## src/rtl/debounce_pkg.sv

```systemverilog
// Shared definitions for the time-shared debounce scheduler: FSM encodings,
// the default qualification window and the abort-counter width.
package debounce_pkg;

  typedef enum logic [1:0] {
    ST_IDLE   = 2'd0,
    ST_COUNT  = 2'd1,
    ST_COMMIT = 2'd2
  } state_t;

  // 10 ms of stable level at a 25 MHz clock.
  localparam int DEFAULT_COUNTER_LIMIT = 250000;

  localparam int ABORT_CNT_W = 8;

endpackage

```

## src/rtl/sync_2ff.sv

```systemverilog
// Multi-bit two-flop synchronizer for slow, independent level inputs such as
// switches. Each bit is synchronized on its own, so bits are not coherent.
module sync_2ff #(
  parameter int WIDTH = 4
) (
  input  logic             i_clk,
  input  logic             i_rst,
  input  logic [WIDTH-1:0] i_d,
  output logic [WIDTH-1:0] o_q
);

  logic [WIDTH-1:0] meta;

  // NOTE: non-blocking assignments keep the two stages as two separate flops;
  // a blocking meta = i_d would collapse them into a single stage.
  always_ff @(posedge i_clk) begin
    if (i_rst) begin
      meta <= '0;
      o_q  <= '0;
    end else begin
      meta <= i_d;
      o_q  <= meta;
    end
  end

endmodule

```

## src/rtl/debounce_scheduler.sv

```systemverilog
// Debounces NUM_SW switches with one shared counter, granted round-robin to
// whichever input disagrees with its debounced level. Define
// DEBOUNCE_SCHED_ABORT_CNT_EN to add a saturating abort counter output.
module debounce_scheduler
  import debounce_pkg::*;
#(
  parameter int NUM_SW        = 4,
  parameter int COUNTER_LIMIT = DEFAULT_COUNTER_LIMIT,
  parameter int CNT_W         = 18,
  parameter int IDX_W         = 2
) (
  input  logic              i_clk,
  input  logic              i_rst,
  input  logic [NUM_SW-1:0] i_switch,
  output logic [NUM_SW-1:0] o_switch,
  output logic              o_change,
  output logic [IDX_W-1:0]  o_change_idx,
`ifdef DEBOUNCE_SCHED_ABORT_CNT_EN
  output logic [ABORT_CNT_W-1:0] o_abort_cnt,
`endif
  output logic              o_busy
);

  localparam logic [CNT_W-1:0] CNT_LAST = CNT_W'(COUNTER_LIMIT - 1);
  localparam logic [IDX_W-1:0] IDX_LAST = IDX_W'(NUM_SW - 1);

  logic [NUM_SW-1:0] sync;
  logic [NUM_SW-1:0] mismatch;
  state_t            state;
  logic [CNT_W-1:0]  cnt;
  logic [IDX_W-1:0]  ptr;
  logic [IDX_W-1:0]  idx;
  logic              target;
  logic [IDX_W-1:0]  pick_idx;
  logic [IDX_W-1:0]  idx_next;

  sync_2ff #(.WIDTH(NUM_SW)) u_sync (
    .i_clk (i_clk),
    .i_rst (i_rst),
    .i_d   (i_switch),
    .o_q   (sync)
  );

  assign mismatch = sync ^ o_switch;
  assign idx_next = (idx == IDX_LAST) ? '0 : idx + 1'b1;

  // First mismatching input at or after ptr, wrapping at NUM_SW.
  always_comb begin
    // NOTE: giving pick_idx a value before the loop keeps every path assigned,
    // so no latch is inferred when no bit matches.
    pick_idx = ptr;
    for (int k = NUM_SW - 1; k >= 0; k--) begin
      if (mismatch[(int'(ptr) + k) % NUM_SW]) begin
        pick_idx = IDX_W'((int'(ptr) + k) % NUM_SW);
      end
    end
  end

  always_ff @(posedge i_clk) begin
    if (i_rst) begin
      state        <= ST_IDLE;
      cnt          <= '0;
      ptr          <= '0;
      idx          <= '0;
      target       <= 1'b0;
      o_switch     <= '0;
      o_change     <= 1'b0;
      o_change_idx <= '0;
      o_busy       <= 1'b0;
    end else begin
      o_change <= 1'b0;
      unique case (state)
        ST_IDLE: begin
          if (|mismatch) begin
            idx    <= pick_idx;
            target <= sync[pick_idx];
            cnt    <= '0;
            state  <= ST_COUNT;
            o_busy <= 1'b1;
          end
        end
        ST_COUNT: begin
          if (sync[idx] != target) begin
            cnt    <= '0;
            ptr    <= idx_next;
            state  <= ST_IDLE;
            o_busy <= 1'b0;
          end else if (cnt == CNT_LAST) begin
            state <= ST_COMMIT;
          end else begin
            cnt <= cnt + 1'b1;
          end
        end
        ST_COMMIT: begin
          o_switch[idx] <= target;
          o_change      <= 1'b1;
          o_change_idx  <= idx;
          ptr           <= idx_next;
          state         <= ST_IDLE;
          o_busy        <= 1'b0;
        end
        default: begin
          state  <= ST_IDLE;
          o_busy <= 1'b0;
        end
      endcase
    end
  end

`ifdef DEBOUNCE_SCHED_ABORT_CNT_EN
  always_ff @(posedge i_clk) begin
    if (i_rst) begin
      o_abort_cnt <= '0;
    end else if (state == ST_COUNT && sync[idx] != target && o_abort_cnt != '1) begin
      o_abort_cnt <= o_abort_cnt + 1'b1;
    end
  end
`endif

endmodule

```

## config.mk

```make
export PLATFORM = sky130hd
export DESIGN_NAME = debounce_scheduler
export DESIGN_NICKNAME = d
export VERILOG_FILES = /design/src/rtl/debounce_pkg.sv /design/src/rtl/sync_2ff.sv /design/src/rtl/debounce_scheduler.sv
export SDC_FILE = /design/constraint.sdc
export NUM_CORES = 1
export LEC_CHECK = 0
export ABC_CLOCK_PERIOD_IN_PS = 2000
export CELL_PAD_IN_SITES_DETAIL_PLACEMENT = 0
export CELL_PAD_IN_SITES_GLOBAL_PLACEMENT = 1
export CORE_MARGIN = 4
export CORE_UTILIZATION = 40
export CTS_CLUSTER_SIZE = 25
export DETAILED_ROUTE_END_ITERATION = 10
export PLACE_DENSITY = 0.8
export SYNTH_ARGS = -nofsm -noshare
export SYNTH_HDL_FRONTEND = slang
export SYNTH_SLANG_ARGS = --single-unit
```

## constraint.sdc

```tcl
create_clock -name i_clk -period 2 [get_ports i_clk]
set_input_delay 0.2 -clock i_clk [delete_from_list [all_inputs] [get_ports i_clk]]
set_output_delay 0.2 -clock i_clk [all_outputs]
set_load 0.1 [all_outputs]
```

After elaboration in Yosys (flattened, before gate mapping)

Cells that the tools add are included.
W data, S select, Z words.

$add $sub $neg: 5
$mul: 0
Divide/modulo/power cells: 0
Order comparisons: 7
Equality and inequality tests: 9
Shifts and indexed selects: 0
Multiplexer cells: 37
Bitwise gates (word level): 4
Reduce and logical (&&, ||, !) cells: 13

Operators by type and width:

| operator                | count |
|---|---|
| $mux W18                | 3 |
| $pmux W18 S2            | 1 |
| $add A18 B1 Y18 const B | 1 |
| $eq A18 B18 Y1 const B  | 1 |
| $mux W2                 | 9 |
| $mux W1                 | 13 |
| $bmux W1 S2             | 6 |
| $lt A3 B4 Y1 const B    | 3 |
| $lt A2 B3 Y1 const B    | 3 |
| $pmux W2 S2             | 2 |
| $reduce_and A2 Y1       | 4 |
| $ne A3 B3 Y1 const B    | 2 |
| $reduce_or A2 Y1        | 3 |
| $add A2 B1 Y2 const B   | 2 |
| $add A2 B2 Y2 const B   | 2 |
| $bwmux W4               | 1 |
| $eq A2 B2 Y1 const B    | 2 |
| $ne A2 B2 Y1 const B    | 2 |
| $reduce_bool A2 Y1      | 2 |
| $reduce_or A4 Y1        | 1 |
| $xor A4 B4 Y4           | 1 |
| $and A1 B1 Y1 const A   | 3 |
| $reduce_and A3 Y1       | 1 |
| $demux W1 S2            | 1 |
| 6 further kinds         | 6 |

Bits in registers: 41
Bits in latches: 0
Bits in writable memories: 0
Bits in read-only memories: 0
Bits of input ports: 6
Output and inout port bits: 8
Logic and storage cells: 86
Memories: 0

Logic depth before layout (Yosys ltp)

Depth in word-level cells: 12
Depth in mapped cells: 8
Mapped depth without buffers: 7

Cells and area by module

Synthesis repeated with hierarchy kept, for this count alone.

Cell total of the unflattened synthesis: 223
Area, all modules: 1,966.9 µm²

By module, submodules not included:

| module             | times used | cells an instance | area each (µm²) | seq. area each (µm²) |
|---|---|---|---|---|
| debounce_scheduler | 1          | 207               | 1,756.7         | 660.6 |
| sync_2ff           | 1          | 16                | 210.2           | 160.2 |

Worst setup path after synthesis

Ideal clock, no wire load.

Kind: register to register
Start: reg o_switch[1]
End: reg cnt[10]
Setup time: 0.059 ns
Data arrival time: 2.886 ns
Data required time: 1.941 ns
Setup slack: -0.945 ns
Cell stages (with the launch flop): 8
Path buffers: 1
Clock period less this slack: 2.945 ns
Cells stage by stage: dfxtp_1 xor2_1 o41ai_4 a21boi_4 nand2b_2 buf_6 or4_1 nand2_1

Longest elaborated chain between the ends: 4

Ends and longest elaborated chain:

| element                           | RTL line                 | text |
|---|---|---|
| from (decl)                       | debounce_scheduler.sv:15 | `output logic [NUM_SW-1:0] o_switch,` |
| from (signal, indexed assignment) | debounce_scheduler.sv:95 | `o_switch[idx] <= target;` |
| $xor A4 B4 Y4                     | debounce_scheduler.sv:44 | `assign mismatch = sync ^ o_switch;` |
| $reduce_or A4 Y1                  | debounce_scheduler.sv:74 | `if (\|mismatch) begin` |
| $ne A2 B2 Y1 (no line)            | -                        |  |
| $reduce_and A3 Y1 (no line)       | -                        |  |
| to (signal assigned)              | debounce_scheduler.sv:91 | `cnt <= cnt + 1'b1;` |
| to (decl)                         | debounce_scheduler.sv:30 | `logic [CNT_W-1:0] cnt;` |

Every way passes these cells.
A chain may end at the register's enable or synchronous reset.

Final worst setup path

Start: reg u_sync.o_q[2]
End: reg cnt[11]

Longest elaborated chain between the ends: 5
Elaborated cells on any way between the ends: 10
Classes of those cells: eq/ne (3); mux (4); bitwise (1); reduce/logical (2)

Ends and longest elaborated chain:

| element                                                     | RTL line                 | text |
|---|---|---|
| from (decl)                                                 | sync_2ff.sv:9            | `output logic [WIDTH-1:0] o_q` |
| from (signal assigned)                                      | sync_2ff.sv:22           | `o_q <= meta;` |
| $bmux W1 S2                                                 | debounce_scheduler.sv:83 | `if (sync[idx] != target) begin` |
| $mux W1 (not written as such)                               | debounce_scheduler.sv:83 |  |
| $ne A1 B1 Y1                                                | debounce_scheduler.sv:83 |  |
| $ne A3 B3 Y1 (no line) or $mux W18 (tied branches)          | -                        |  |
| $reduce_and A3 Y1 (no line) or $pmux W18 S2 (tied branches) | -                        |  |

Parallel ways exist; a longest one is shown, timed or not. The select of a mux whose other input is x is not followed.

==> metrics.md <==
| Metric | Value |
|---|---|
| Run status | `finished, violations left` |
| Failing checks | `setup timing` |
| Peak supply drop | `0.470 mV` |
| Asr flop ratio synth | `0%` |
| CTS tree | `done` |
| Die Footprint | `6190 sq um` |
| HPWL after DPL | `approximately 3.3 mm` |
| Dpl ws | `-0.140 ns` |
| Synth Flop Type | `dfxtp_1` |
| Synth top area cells | `dfxtp_1 (41%), nor2_1 (5.3%), xor2_1 (5.3%)` |
| ANT cells | `0` |
| Critical path type | `flip-flop to flip-flop` |
| Setup TNS | `-0.203 ns` |
| Starting Density | `approximately two fifths` |
| Detailed router's first-iteration violation count | `66` |
| Post-Syn Area | `between 1500 and 2000 sq um` |
| Drt via density | `5.04` |
| Req. time, crit path | `2.23 ns` |
| Final Wtd Congestion | `0.781` |
| Layout cells sized above 1 | `32.3%` |
| CP Launch Type | `flip-flop` |
| Seq/Total Area, Yosys | `about 40%` |
| PnR worst setup slack | `-0.0508 ns` |
| Yosys reg bits | `41` |
| Worst-case reg-to-reg path depth | `6` |
| Drt first pass iters | `4` |
| Syn. warnings | `0` |
| Final Hold Fails | `0` |
| Critical Path AT | `2.28 ns` |
| WHS Path Cells | `1` |
| Grt total ovfl | `0` |
| Post-CTS Hold Buffers | `0` |
| Power Dens Cells | `672 nW/um^2` |
| Initial antenna violation count | `0` |
| Post-route DRC | `0` |
| Shortest period the worst path allows | `between 2 and 2.5 ns` |
| Post-synth EDFFs | `0` |
| Htree depth | `2` |
| Setup violators final | `6` |
| P_leak | `approximately 1.0 nW` |
| Worst slew pin tran | `0.575 ns` |
| Gr usage total | `16.2%` |
| Worst Skew | `approximately 0.0053 ns` |
| PortBufs | `13` |
| Die height | `78.7 um` |
| Vias in the first global route | `1,713` |
| IO Count | `14` |
| RSZ-0062 raised after global routing | `true` |
| Syn Nets | `240` |
| Final instance area | `2760 sq um` |
| Fin. max-slew vios | `0` |
| Cells after Synth | `229` |
| Global-route wire length before repair | `7.91 mm` |
| Clock Tree Root | `clkbuf_8` |
| Fin crit share | `103%` |
| FMAX | `slightly below 500 MHz` |
| Largest net degree at the start of global routing | `26` |
| Worst min-delay path class | `flip-flop to flip-flop` |
| Worst-path clk slew | `0.07 ns` |
| Syn_area_per_cell | `8.73 sq um` |
| Worst-skew pair later-pin latency | `~0.29 ns` |
| Maxcap violations | `0` |
| Post-synth top area share | `41.1%` |
| Largest area contributor in the netlist | `dfxtp_1` |
| Clk sink count | `a little over 40` |
| Crit Path Max Fanout | `7` |
| Wirelength per Cell | `13.1 um` |
| Placed Area | `2440 sq um` |
| Area Growth Syn to Fin | `38.1%` |
| # rows | `25` |
| Rel. slew slack | `61.6%` |
| TritonCTS Buffers | `5` |
| Crit path capture type | `flip-flop` |
| DRT antenna net count | `0` |
| Nets | `~290` |
| Yosys cell types | `between 40 and 50` |
| Die width | `78.7 um` |
| Drt total wl | `4.58 mm` |
| Clock Path Buffers | `2` |
| Via count | `~1,800` |
| Core ar. | `4790 sq um` |
| Total power | `1.85 mW` |
final cells by class:
| class | instances | area, sq um |
|---|---|---|
| Timing Repair Buffer | 53 | 418 |
| Multi-Input combinational cell | 176 | 1300 |
| Inverter | 4 | 15.0 |
| Clock inverter | 1 | 5.00 |
| Tap cell | 67 | 83.8 |
| Sequential cell | 41 | 843 |
| Clock buffer | 7 | 96.3 |
| Fill cell | 429 | 2030 |
flip-flops by register name, indices dropped and copies added, names as in the netlist:
register and cells:
cnt 18, idx 2, o_busy 1, o_change 1, o_change_idx 2, o_switch 4, ptr 2, state 2
target 1, u_sync.meta 4, u_sync.o_q 4
kinds of logic after synthesis:
family | Yosys count | share of synthesized area, %
and+or+nand+nor | 99 | 24.7
AOI/OAI and AO/OA | 46 | 15.7
DFF | 41 | 41.1
xor gates and xnor gates | 21 | 9.58
buffers and inverters | 12 | 2.63
muxes | 5 | 3.13
adders and majority gates | 5 | 3.13
path summary, 6_finish.rpt:
check                                               start                        to  slack, ns
worst min-delay path            u_sync.meta[1]$_SDFF_PP0_  u_sync.o_q[1]$_SDFF_PP0_       0.44
worst min register to register  u_sync.meta[1]$_SDFF_PP0_  u_sync.o_q[1]$_SDFF_PP0_       0.44
worst max-delay path             u_sync.o_q[2]$_SDFF_PP0_      cnt[11]$_SDFFE_PP0P_      -0.05
worst max register to register   u_sync.o_q[2]$_SDFF_PP0_      cnt[11]$_SDFFE_PP0P_      -0.05
layer usage:
metal,GRT usage [%],vias up,share of wire [%]
met1,19.4,834,43
met3,4.13,7,2.6
li1,-,904,-
met4,6.12,0,1.4
met5,0,-,0
met2,27.6,14,53
worst max-delay path: stages, from the launching register on:
cell and delay, ns:
dfxtp_4 0.37, mux4_2 0.56, xor2_4 0.20, a21boi_4 0.10
a21o_1 0.26, or3_1 0.38, a21oi_2 0.12
report_power, final:
part	total [mW]	leakage, nW	switching [mW]	internal (mW)
clock	0.589	0.0542	0.277	0.312
sequential	0.864	0.338	0.0241	0.840
combinational	0.401	0.639	0.215	0.185
placed cells by master, fill, tap and decap left out, types with 3 or more instances in the layout:
cell / count
a21oi_1: 13
o21ai_0: 5
o211ai_1: 4
nor2b_1: 10
dfxtp_4: 5
ha_1: 5
nor2_1: 27
o21ai_1: 3
nand3b_1: 3
clkdlybuf4s50_1: 5
nand2b_1: 3
nand4_1: 3
o21ai_2: 3
dfxtp_2: 3
dfxtp_1: 33
inv_1: 4
xor2_4: 4
nand2_1: 24
and4_1: 3
a21oi_2: 3
or3_1: 3
xor2_1: 7
mux2i_1: 4
buf_4: 46
nand3_1: 11
xnor2_1: 7
clkbuf_8: 7
synthesized netlist by cell type, types with 2 or more instances:
library cell / number
nand2b_1: 3
ha_1: 5
nand4_1: 3
nor2_1: 28
o2111ai_1: 2
nand3_1: 11
o22ai_1: 2
nor4b_1: 2
nor2b_1: 10
o211ai_1: 4
nand3b_1: 3
clkbuf_1: 7
or4_1: 2
or3_1: 4
nor3_1: 2
xor2_1: 12
a21oi_1: 16
inv_1: 4
o21ai_0: 10
xnor2_1: 8
nand2_1: 24
and4_1: 3
dfxtp_1: 41
mux2i_1: 4
through the flow:
step	cells	hold WS, ns	util, %
after floorplan	229	0.272	-
after global placement	332	0.419	51.0
after detailed placement	332	0.425	51.0
after CTS	345	0.441	54.7
after global routing	349	0.451	57.6
final	349	0.440	57.6
what timing repair did:
action,4_1_cts,5_1_grt
endpoints found under the setup margin,13,20
pin swaps,4,3
resized for setup,8,27
endpoints found under the hold margin,0,0
buffers inserted,5,4
No activity file was read; power rests on OpenSTA's default activity.
